===== src/rtl/nand_cmd_seq_pkg.sv =====
// Shared encodings for the NAND command sequencer and flash_ctrl: mode codes,
// operation codes, ONFI opcodes and instruction word layout.
package nand_pkg;

   localparam logic [7:0] MODE_STANDBY  = 8'd0;
   localparam logic [7:0] MODE_BUS_IDLE = 8'd1;
   localparam logic [7:0] MODE_CMD      = 8'd2;
   localparam logic [7:0] MODE_ADDR     = 8'd3;
   localparam logic [7:0] MODE_DIN      = 8'd4;
   localparam logic [7:0] MODE_DOUT     = 8'd5;
   localparam logic [7:0] MODE_DOUT_END = 8'd6;
   localparam logic [7:0] MODE_WP       = 8'd7;

   localparam logic [2:0] OP_RESET        = 3'd0;
   localparam logic [2:0] OP_READ_STATUS  = 3'd1;
   localparam logic [2:0] OP_READ_PAGE    = 3'd2;
   localparam logic [2:0] OP_PROGRAM_PAGE = 3'd3;
   localparam logic [2:0] OP_ERASE_BLOCK  = 3'd4;

   localparam logic [7:0] ONFI_READ1  = 8'h00;
   localparam logic [7:0] ONFI_READ2  = 8'h30;
   localparam logic [7:0] ONFI_PROG1  = 8'h80;
   localparam logic [7:0] ONFI_PROG2  = 8'h10;
   localparam logic [7:0] ONFI_ERASE1 = 8'h60;
   localparam logic [7:0] ONFI_ERASE2 = 8'hD0;
   localparam logic [7:0] ONFI_STATUS = 8'h70;
   localparam logic [7:0] ONFI_RESET  = 8'hFF;

   localparam int INSTR_MODE_LSB = 0;
   localparam int INSTR_RPT_LSB  = 8;

   typedef enum logic {SRC_FIXED, SRC_HOST} src_e;

   function automatic logic [31:0] mk_instr(input logic [7:0] mode, input logic [11:0] rpt);
      logic [31:0] w;
      w = '0;
      w[INSTR_MODE_LSB +: 8] = mode;
      w[INSTR_RPT_LSB +: 12] = rpt;
      return w;
   endfunction

   function automatic logic op_legal(input logic [2:0] op);
      return (op <= OP_ERASE_BLOCK);
   endfunction

endpackage


===== src/rtl/nand_cmd_seq_if.sv =====
// Request, host payload and FIFO write-port signals of the NAND command sequencer.
interface nand_cmd_seq_if;
   logic        req_valid;
   logic        req_ready;
   logic [2:0]  req_op;
   logic [23:0] req_row;
   logic [15:0] req_col;
   logic [7:0]  host_data;
   logic        host_valid;
   logic        host_ready;
   logic [31:0] instr_data;
   logic        instr_wr;
   logic        instr_full;
   logic [7:0]  byte_data;
   logic        byte_wr;
   logic        byte_full;
   logic        busy;
   logic        done;
   logic        err;

   modport slave (
      input  req_valid, req_op, req_row, req_col, host_data, host_valid, instr_full, byte_full,
      output req_ready, host_ready, instr_data, instr_wr, byte_data, byte_wr, busy, done, err
   );

   modport master (
      output req_valid, req_op, req_row, req_col, host_data, host_valid, instr_full, byte_full,
      input  req_ready, host_ready, instr_data, instr_wr, byte_data, byte_wr, busy, done, err
   );
endinterface


===== src/rtl/nand_cmd_seq_seg_rom.sv =====
// Segment table: maps (op, segment, byte index) to the instruction fields and
// the byte to push for that segment.
module nand_seg_rom
   import nand_pkg::*;
#(
   parameter int         PAGE_BYTES = 2048,
   parameter logic [7:0] IDLEDATA   = 8'hAA
) (
   input  logic [2:0]  op_i,
   input  logic [2:0]  seg_i,
   input  logic [23:0] row_i,
   input  logic [15:0] col_i,
   input  logic [2:0]  idx_i,
   output logic [7:0]  mode_o,
   output logic [11:0] rpt_o,
   output src_e        src_o,
   output logic [7:0]  val_o,
   output logic        last_o
);

   localparam logic [11:0] RPT_DOUT = 12'(PAGE_BYTES - 2);
   localparam logic [11:0] RPT_DIN  = 12'(PAGE_BYTES - 1);

   logic [7:0] page_addr;
   logic [7:0] blk_addr;

   always_comb begin
      case (idx_i)
         3'd0:    page_addr = col_i[7:0];
         3'd1:    page_addr = col_i[15:8];
         3'd2:    page_addr = row_i[7:0];
         3'd3:    page_addr = row_i[15:8];
         default: page_addr = row_i[23:16];
      endcase
      case (idx_i)
         3'd0:    blk_addr = row_i[7:0];
         3'd1:    blk_addr = row_i[15:8];
         default: blk_addr = row_i[23:16];
      endcase
   end

   // Non-host, non-command segments push IDLEDATA as the read pacing token.
   always_comb begin
      mode_o = MODE_STANDBY;
      rpt_o  = '0;
      src_o  = SRC_FIXED;
      val_o  = IDLEDATA;
      last_o = 1'b1;
      case (op_i)
         OP_RESET: begin
            mode_o = MODE_CMD;
            val_o  = ONFI_RESET;
         end
         OP_READ_STATUS: begin
            if (seg_i == 3'd0) begin
               mode_o = MODE_CMD;
               val_o  = ONFI_STATUS;
               last_o = 1'b0;
            end else begin
               mode_o = MODE_DOUT_END;
            end
         end
         OP_READ_PAGE: begin
            last_o = 1'b0;
            case (seg_i)
               3'd0: begin mode_o = MODE_CMD;  val_o = ONFI_READ1; end
               3'd1: begin mode_o = MODE_ADDR; rpt_o = 12'd4; val_o = page_addr; end
               3'd2: begin mode_o = MODE_CMD;  val_o = ONFI_READ2; end
               3'd3: begin mode_o = MODE_DOUT; rpt_o = RPT_DOUT; end
               default: begin mode_o = MODE_DOUT_END; last_o = 1'b1; end
            endcase
         end
         OP_PROGRAM_PAGE: begin
            last_o = 1'b0;
            case (seg_i)
               3'd0: begin mode_o = MODE_CMD;  val_o = ONFI_PROG1; end
               3'd1: begin mode_o = MODE_ADDR; rpt_o = 12'd4; val_o = page_addr; end
               3'd2: begin mode_o = MODE_DIN;  rpt_o = RPT_DIN; src_o = SRC_HOST; end
               default: begin mode_o = MODE_CMD; val_o = ONFI_PROG2; last_o = 1'b1; end
            endcase
         end
         OP_ERASE_BLOCK: begin
            last_o = 1'b0;
            case (seg_i)
               3'd0: begin mode_o = MODE_CMD;  val_o = ONFI_ERASE1; end
               3'd1: begin mode_o = MODE_ADDR; rpt_o = 12'd2; val_o = blk_addr; end
               default: begin mode_o = MODE_CMD; val_o = ONFI_ERASE2; last_o = 1'b1; end
            endcase
         end
         default: ;
      endcase
   end

endmodule


===== src/rtl/nand_cmd_seq.sv =====
// Turns one NAND operation request into instruction words and command/address/
// payload bytes for flash_ctrl's FIFOs, one segment at a time.
//   state    | meaning
//   ST_IDLE  | waiting for a request, req_ready high
//   ST_INSTR | pushing the current segment's instruction word
//   ST_BYTES | pushing the segment's r+1 bytes, counter counts down to 0
//   ST_FIN   | one-cycle done (and err for an illegal op)
module nand_cmd_seq
   import nand_pkg::*;
#(
   parameter int         PAGE_BYTES = 2048,
   parameter logic [7:0] IDLEDATA   = 8'hAA
) (
   input logic          clk,
   input logic          rst,
   nand_cmd_seq_if.slave bus
);

   typedef enum logic [1:0] {ST_IDLE, ST_INSTR, ST_BYTES, ST_FIN} state_e;

   state_e      state_q;
   logic        run_q;
   logic        err_q;
   logic [2:0]  op_q;
   logic [2:0]  seg_q;
   logic [23:0] row_q;
   logic [15:0] col_q;
   logic [11:0] cnt_q;

   logic [7:0]  rom_mode;
   logic [11:0] rom_rpt;
   src_e        rom_src;
   logic [7:0]  rom_val;
   logic        rom_last;
   logic [2:0]  byte_idx;
   logic        host_seg;
   logic        instr_push;
   logic        byte_push;

   // Address bytes go out in index order while the counter runs down from r.
   assign byte_idx = rom_rpt[2:0] - cnt_q[2:0];

   nand_seg_rom #(
      .PAGE_BYTES (PAGE_BYTES),
      .IDLEDATA   (IDLEDATA)
   ) u_seg_rom (
      .op_i   (op_q),
      .seg_i  (seg_q),
      .row_i  (row_q),
      .col_i  (col_q),
      .idx_i  (byte_idx),
      .mode_o (rom_mode),
      .rpt_o  (rom_rpt),
      .src_o  (rom_src),
      .val_o  (rom_val),
      .last_o (rom_last)
   );

   always_comb begin
      host_seg   = (rom_src == SRC_HOST);
      instr_push = (state_q == ST_INSTR) && !bus.instr_full;
      byte_push  = (state_q == ST_BYTES) && !bus.byte_full && (!host_seg || bus.host_valid);
   end

   assign bus.req_ready  = run_q && (state_q == ST_IDLE);
   assign bus.instr_wr   = instr_push;
   assign bus.byte_wr    = byte_push;
   assign bus.host_ready = (state_q == ST_BYTES) && host_seg && !bus.byte_full;
   assign bus.instr_data = (state_q == ST_INSTR) ? mk_instr(rom_mode, rom_rpt) : '0;
   assign bus.byte_data  = (state_q != ST_BYTES) ? IDLEDATA :
                           host_seg ? bus.host_data : rom_val;
   assign bus.busy       = (state_q != ST_IDLE);
   assign bus.done       = (state_q == ST_FIN);
   assign bus.err        = (state_q == ST_FIN) && err_q;

   // run_q keeps req_ready low until the first edge after reset release.
   always_ff @(posedge clk or negedge rst) begin
      if (!rst) begin
         state_q <= ST_IDLE;
         run_q   <= 1'b0;
         err_q   <= 1'b0;
         op_q    <= '0;
         seg_q   <= '0;
         row_q   <= '0;
         col_q   <= '0;
         cnt_q   <= '0;
      end else begin
         run_q <= 1'b1;
         case (state_q)
            ST_IDLE: begin
               if (bus.req_valid && run_q) begin
                  op_q  <= bus.req_op;
                  row_q <= bus.req_row;
                  col_q <= bus.req_col;
                  seg_q <= '0;
                  if (op_legal(bus.req_op)) begin
                     err_q   <= 1'b0;
                     state_q <= ST_INSTR;
                  end else begin
                     err_q   <= 1'b1;
                     state_q <= ST_FIN;
                  end
               end
            end
            ST_INSTR: begin
               if (instr_push) begin
                  cnt_q   <= rom_rpt;
                  state_q <= ST_BYTES;
               end
            end
            ST_BYTES: begin
               if (byte_push) begin
                  if (cnt_q != 12'd0) begin
                     cnt_q <= cnt_q - 12'd1;
                  end else if (rom_last) begin
                     state_q <= ST_FIN;
                  end else begin
                     seg_q   <= seg_q + 3'd1;
                     state_q <= ST_INSTR;
                  end
               end
            end
            ST_FIN:  state_q <= ST_IDLE;
            default: state_q <= ST_IDLE;
         endcase
      end
   end

endmodule


===== src/flat_wrapper.sv =====
// flat-port wrapper written by rule: the top's interface ports become plain ports
module nand_cmd_seq_flat import nand_pkg::*;
#(
   parameter int         PAGE_BYTES = 2048,
   parameter logic [7:0] IDLEDATA   = 8'hAA
)
  (clk, rst, bus_req_valid, bus_req_op, bus_req_row, bus_req_col, bus_host_data, bus_host_valid, bus_instr_full, bus_byte_full, bus_req_ready, bus_host_ready, bus_instr_data, bus_instr_wr, bus_byte_data, bus_byte_wr, bus_busy, bus_done, bus_err);
  nand_cmd_seq_if bus_i ();
  input logic clk;
  input logic rst;
  input wire logic [$bits(bus_i.req_valid)-1:0] bus_req_valid;
  input wire logic [$bits(bus_i.req_op)-1:0] bus_req_op;
  input wire logic [$bits(bus_i.req_row)-1:0] bus_req_row;
  input wire logic [$bits(bus_i.req_col)-1:0] bus_req_col;
  input wire logic [$bits(bus_i.host_data)-1:0] bus_host_data;
  input wire logic [$bits(bus_i.host_valid)-1:0] bus_host_valid;
  input wire logic [$bits(bus_i.instr_full)-1:0] bus_instr_full;
  input wire logic [$bits(bus_i.byte_full)-1:0] bus_byte_full;
  output wire logic [$bits(bus_i.req_ready)-1:0] bus_req_ready;
  output wire logic [$bits(bus_i.host_ready)-1:0] bus_host_ready;
  output wire logic [$bits(bus_i.instr_data)-1:0] bus_instr_data;
  output wire logic [$bits(bus_i.instr_wr)-1:0] bus_instr_wr;
  output wire logic [$bits(bus_i.byte_data)-1:0] bus_byte_data;
  output wire logic [$bits(bus_i.byte_wr)-1:0] bus_byte_wr;
  output wire logic [$bits(bus_i.busy)-1:0] bus_busy;
  output wire logic [$bits(bus_i.done)-1:0] bus_done;
  output wire logic [$bits(bus_i.err)-1:0] bus_err;
  assign bus_i.req_valid = bus_req_valid;
  assign bus_i.req_op = bus_req_op;
  assign bus_i.req_row = bus_req_row;
  assign bus_i.req_col = bus_req_col;
  assign bus_i.host_data = bus_host_data;
  assign bus_i.host_valid = bus_host_valid;
  assign bus_i.instr_full = bus_instr_full;
  assign bus_i.byte_full = bus_byte_full;
  assign bus_req_ready = bus_i.req_ready;
  assign bus_host_ready = bus_i.host_ready;
  assign bus_instr_data = bus_i.instr_data;
  assign bus_instr_wr = bus_i.instr_wr;
  assign bus_byte_data = bus_i.byte_data;
  assign bus_byte_wr = bus_i.byte_wr;
  assign bus_busy = bus_i.busy;
  assign bus_done = bus_i.done;
  assign bus_err = bus_i.err;
  nand_cmd_seq #(.PAGE_BYTES(PAGE_BYTES), .IDLEDATA(IDLEDATA)) u_core (.clk(clk), .rst(rst), .bus(bus_i));
endmodule

===== config.mk =====
export PLATFORM = sky130hd
export DESIGN_NAME = nand_cmd_seq_flat
export DESIGN_NICKNAME = d
export VERILOG_FILES = /design/src/rtl/nand_cmd_seq_pkg.sv /design/src/rtl/nand_cmd_seq_if.sv /design/src/rtl/nand_cmd_seq_seg_rom.sv /design/src/rtl/nand_cmd_seq.sv /design/src/flat_wrapper.sv
export SDC_FILE = /design/constraint.sdc
export NUM_CORES = 1
export LEC_CHECK = 0
export CORE_AREA = 5 5 142 76
export CTS_CLUSTER_DIAMETER = 200
export DETAILED_ROUTE_END_ITERATION = 10
export DIE_AREA = 0 0 147 81
export PLACE_DENSITY = 0.75
export SLEW_MARGIN = 10
export SYNTH_ARGS = -nofsm -noshare
export SYNTH_HDL_FRONTEND = slang
export SYNTH_SLANG_ARGS = --single-unit

===== constraint.sdc =====
create_clock -name clk -period 3.8 [get_ports clk]
set_input_delay 0.76 -clock clk [delete_from_list [all_inputs] [get_ports clk]]
set_output_delay 0.76 -clock clk [all_outputs]
set_load 0.005 [all_outputs]

After elaboration in Yosys (flattened, before gate mapping)
Index checks and enable logic that the tools add are counted.

storage, ports and cells
  register bits after elaboration = 62
  input bits = 57
  output and inout port bits = 47
  word-level logic and storage cells = 103

cells by class
  add/sub/neg operators = 3
  order comparisons = 1
  eq/ne operators = 20
  multiplexer cells = 43
  reductions and logical operators = 28

operators by type and width
  cell                     number
  $pmux W8 S3              2
  $pmux W11 S2             2
  $pmux W8 S5              1
  $mux W12                 3
  $pmux W11 S3             1
  $pmux W8 S2              2
  $pmux W8 S4              1
  $mux W8                  3
  $pmux W12 S2             1
  $mux W19                 1
  $eq A3 B2 Y1 const B     6
  $mux W3                  5
  $pmux W3 S5              1
  $mux W2                  7
  $ne A2 B2 Y1 const B     7
  $pmux W3 S2              2
  $reduce_bool A12 Y1      1
  $sub A12 B1 Y12 const B  1
  $eq A3 B1 Y1 const B     3
  $logic_not A3 Y1         3
  $pmux W3 S3              1
  $logic_and A1 B1 Y1      8
  $mux W1                  8
  $pmux W2 S4              1
  17 further kinds         24

Depth between registers and ports, before layout
  depth after elaboration = 10
  mapped depth = 13
  mapped depth without buffers = 13

Modules after synthesis
From an unflattened synthesis, not the netlist that was laid out.

unflattened totals
  cells, all modules = 453
  area, all modules = 4305.4 sq um

by module, submodules not included
  module        instances  cells an instance  area each (sq um)  sequential area each (sq um)
  nand_cmd_seq  1          296                3220.6             1551.5
  nand_seg_rom  1          157                1084.8             0.0

Least setup slack after synthesis
Ideal clock, no wire load.

  path kind = register -> output
  start point = register u_core.seg_q[0]
  end point = output port bus_byte_data[6]
  arrival time = 3.260 ns
  required time = 3.040 ns
  setup slack = -0.220 ns
  cell stages (with the launch flop) = 14
  buffers on the path = 0
  cell sequence = dfrtp_1 inv_1 ha_1 nand3_1 nor2_1 inv_1 ha_1 fa_1 xnor2_1 nand2_1 mux2i_4 mux2i_1 a221oi_1 o221a_1

between the ends
  longest elaborated chain between the ends = 10
  elaborated cells between the ends (all ways) = 24
  classes of those cells = 1 x add/sub; 6 x eq/ne; 15 x mux; 2 x reduce/logical

RTL lines
  item                                        line                                                    RTL
  start: declaration                          nand_cmd_seq.sv:25                                      logic [2:0] seg_q;
  start signal: assignment                    nand_cmd_seq.sv:118                                     seg_q <= seg_q + 3'd1;
  $eq A3 B2 Y1 (tied with other cells)        nand_cmd_seq_seg_rom.sv:65, nand_cmd_seq_seg_rom.sv:75
  $pmux W11 S2 (tied with other cells)        nand_cmd_seq_seg_rom.sv:75                              case (seg_i)
  $pmux W11 S3                                nand_cmd_seq_seg_rom.sv:49                              case (op_i)
  $sub A3 B3 Y3                               nand_cmd_seq.sv:41                                      assign byte_idx = rom_rpt[2:0] - cnt_q[2:0];
  $eq A3 B2 Y1 (tied with other cells)        nand_cmd_seq_seg_rom.sv:28                              case (idx_i)
  $pmux W8 S4 or $pmux W8 S2 (tied branches)  nand_cmd_seq_seg_rom.sv:28, nand_cmd_seq_seg_rom.sv:35
  $pmux W8 S3 (tied with other cells)         nand_cmd_seq_seg_rom.sv:75
  $pmux W8 S5                                 nand_cmd_seq_seg_rom.sv:49
  $mux W8 (*)                                 nand_cmd_seq.sv:71                                      host_seg ? bus.host_data : rom_val;
  $mux W8 (*)                                 nand_cmd_seq.sv:70                                      assign bus.byte_data = (state_q != ST_BYTES) ? IDLEDATA :
  end: declaration                            flat_wrapper.sv:23                                      output wire logic [$bits(bus_i.byte_data)-1:0] bus_byte_data;

Every way passes the cells marked *; elsewhere a longest branch is shown, timed or not.

Worst setup path after layout
Ends and elaborated chain as after synthesis.

==> results by group <==
Outcome
  • Status: complete, but fails checks
  • Failing checks: setup timing

Worst setup path
  • RR Endpoint: u_core.state_q[1]
  • Worst R2R Setup Slack: ~920 ps
  • Worst path arrival time: 3340 ps
  • Crit. End Element: output port
  • CP Max Fanout: 6
  • WS Path Type: reg -> out
  • R2r worst-path depth: 17
  • R2R Path Start: u_core.seg_q[1]
  • Req. time, crit path: roughly 3000 ps
  • Crit path launch type: flip-flop

Power and ir drop
  • Pwr dens: 954 nW/um2
  • Total power draw: 5660 uW
  • VDD IR max: 433 uV
  • Leak: roughly 0.0027 uW
  • Sequential power share: 22.2%
  • Clock network power share: 14.4%
  • Sw frac: 41.1%
  • Internal power: 3330 uW
  • Switch Pwr: approximately 2300 uW
  • Combinational share of power: a little under two thirds

Timing
  • Final setup violating endpoints: 9
  • Final-report hold violation count: 0
  • Max-slew headroom: 58.5%
  • RSZ-0062 raised after global routing: true
  • Slew Viols, Final: 0
  • Worst Tran Pin Value: 621 ps
  • Fin Clk Skew: 11.0 ps
  • Fin worst setup slack: -296 ps
  • Final min period: 4100 ps
  • Max frequency: 0.244 GHz
  • Final worst path period share: 108%

Routing
  • Drt first pass iters: 4
  • Via count: 4152
  • DR DRC count: 0
  • Final wirelength: 12900 um
  • Wire per inst: 16.8 um
  • DR vias/cell: about 5.4
  • Detail Route Antenna Nets: 0
  • DR iter-0 viols: around 340

GRT
  • Largest net degree at the start of global routing: 45
  • Remaining global-route overflow: 0
  • Initial antenna violation count: 0
  • GRT Resource Usage Total: 22.0%
  • Vias in the first global route: 4188
  • First-pass GRT wire length: 20800 um

Placed design
  • Post-DP HPWL: just under 9000 um
  • # port buffers: 85
  • Post-place setup slack: -340 ps
  • Gp weighted congestion: 0.956
  • Inst Count DP: slightly above 700

Cells and area
  • # diodes: 0
  • Share of layout cells above drive strength 1: about a quarter
  • Non-filler cells, final: 769
  • Layout area overhead: 44.4%
  • Final net count: just over 700
  • Final core occ: approximately 64%

Clocking
  • H-tree Lvls: 3
  • CTS tree: done
  • Num CTS Buffers: 9
  • Clk sinks: 62
  • Worst-Skew Late Latency: 340 ps
  • CTS max path bufs: 2
  • CTS clk-pin slew, worst paths: 60 ps
  • Root buf cell: clkbuf_16

Die
  • Row cnt: 25
  • Die footprint: 11900 um2
  • Starting Density: roughly 44%
  • Die height: 81 um
  • I/O pins: 104
  • Die width: between 100 and 150 um
  • Core footprint: 9290 um2

Yosys
  • Commonest cells in the netlist: nand2_1 (151), dfrtp_1 (62), nor2_1 (39)
  • Synth Register Bits: 62
  • Post-synth top area share: 37.8%
  • Cell count after synthesis: approximately 500
  • Main flop type after synthesis: dfrtp_1
  • Syn avg cell area: 8.11 um2
  • Leading area contributor after synthesis: dfrtp_1
  • Synth top area cells: dfrtp_1 (38%), nand2_1 (14%), buf_4 (4.6%)
  • Yosys cell types: 58
  • Yosys warnings: 0
  • Asr flop ratio synth: 100%
  • Most frequent cell after synthesis: nand2_1
  • Seq/Total Area, Yosys: 37.8%
  • Synth Cell Area: just over 4000 um2
  • EDFF count, synth: 0

Hold path
  • Hold Path Class: in -> async

Flow run
  • Max-cap violation count: 0
==> worst max-delay path: stages, from the launching register on <==
cell and delay [ps]:
dfrtp_2 450, ha_4 180, ha_4 160, nand3_1 120, a21oi_2 80, a31oi_2 210, fa_2 540, buf_6 170
buf_12 130, mux4_2 290, mux2i_1 180, o21ai_1 80, o221a_1 260, buf_2 140
==> timing repair <==
| action | CTS | global route |
|---|---|---|
| setup endpoints to repair | 8 | 17 |
| gates resized for setup | 79 | 21 |
| setup buffers | 39 | 0 |
| hold buffers | 0 | 0 |
| pin swaps | 21 | 5 |
==> per-stage QoR <==
stage	hold slack [ps]	setup TNS [ps]	instance area, um2
finish	388	-1800	5930
CTS	401	-1190	5930
floorplan	440	0	4190
global placement	459	-1920	5200
detailed placement	464	-2370	5200
global route	420	-2770	5930
==> cells by family after synthesis <==
family,count (synthesis),synth area share (%)
buffers and inverters,69,8.72
AND/OR/NAND/NOR,232,23.8
AO/OA/AOI/OAI,102,16.9
adder cells (fa/ha/maj),8,2.62
multiplexers,27,8.87
other,2,0.183
flip-flops,62,37.8
XOR/XNOR,4,1.04
==> flip-flops by register name (all words and copies together) (netlist names) <==
register        flops
u_core.cnt_q       12
u_core.col_q       16
u_core.err_q        1
u_core.op_q         3
u_core.row_q       24
u_core.run_q        1
u_core.seg_q        3
u_core.state_q      2
==> how the worst max path moves through the flow <==
stage	from	endpoint	depth (start not counted)
after floorplan	u_core.seg_q[0]	bus_byte_data[6]	13
after global placement	u_core.seg_q[0]	bus_byte_data[2]	15
after detailed placement	u_core.seg_q[1]	bus_byte_data[6]	13
after CTS	u_core.seg_q[1]	bus_byte_data[6]	16
after global routing	u_core.seg_q[1]	bus_byte_data[6]	16
final	u_core.seg_q[0]	bus_byte_data[6]	13
==> placed cells by master (no fill, tap or decap), drive strengths merged, types with 5 or more instances in the layout <==
cell type	n
nand3	7
a21oi	21
clkdlybuf4s50	68
mux2	5
conb	19
inv	16
nor2	39
dfrtp	62
clkbuf	19
nor3	7
mux4	6
ha	7
buf	85
nand2	151
nand2b	6
o21ai	33
mux2i	16
a31oi	6
==> layer usage <==
layer,vias to the layer above,share of wire (%),global-route usage (%)
li1,1968,-,-
met5,-,0,0
met4,0,3.3,8.46
met2,171,47,38.2
met3,43,6.2,5.24
met1,1970,43,27.2
==> area by class of cell <==
type	instances	area [um2]
Fill cell	771	3360
Multi-Input combinational cell	392	2450
Sequential cell	62	1550
Timing Repair Buffer	162	1420
Clock buffer	11	243
Tap cell	121	151
Inverter	17	63.8
Clock inverter	4	47.5
==> power by group through the flow <==
stage	logic, uW	clock network, uW	registers, uW
after CTS	3440	827	1240
after floorplan	1860	0	1160
after detailed placement	2840	0	1240
after global placement	2780	0	1230
after global routing	3880	854	1290
final	3590	815	1260
No activity file was read; power rests on OpenSTA's default activity.
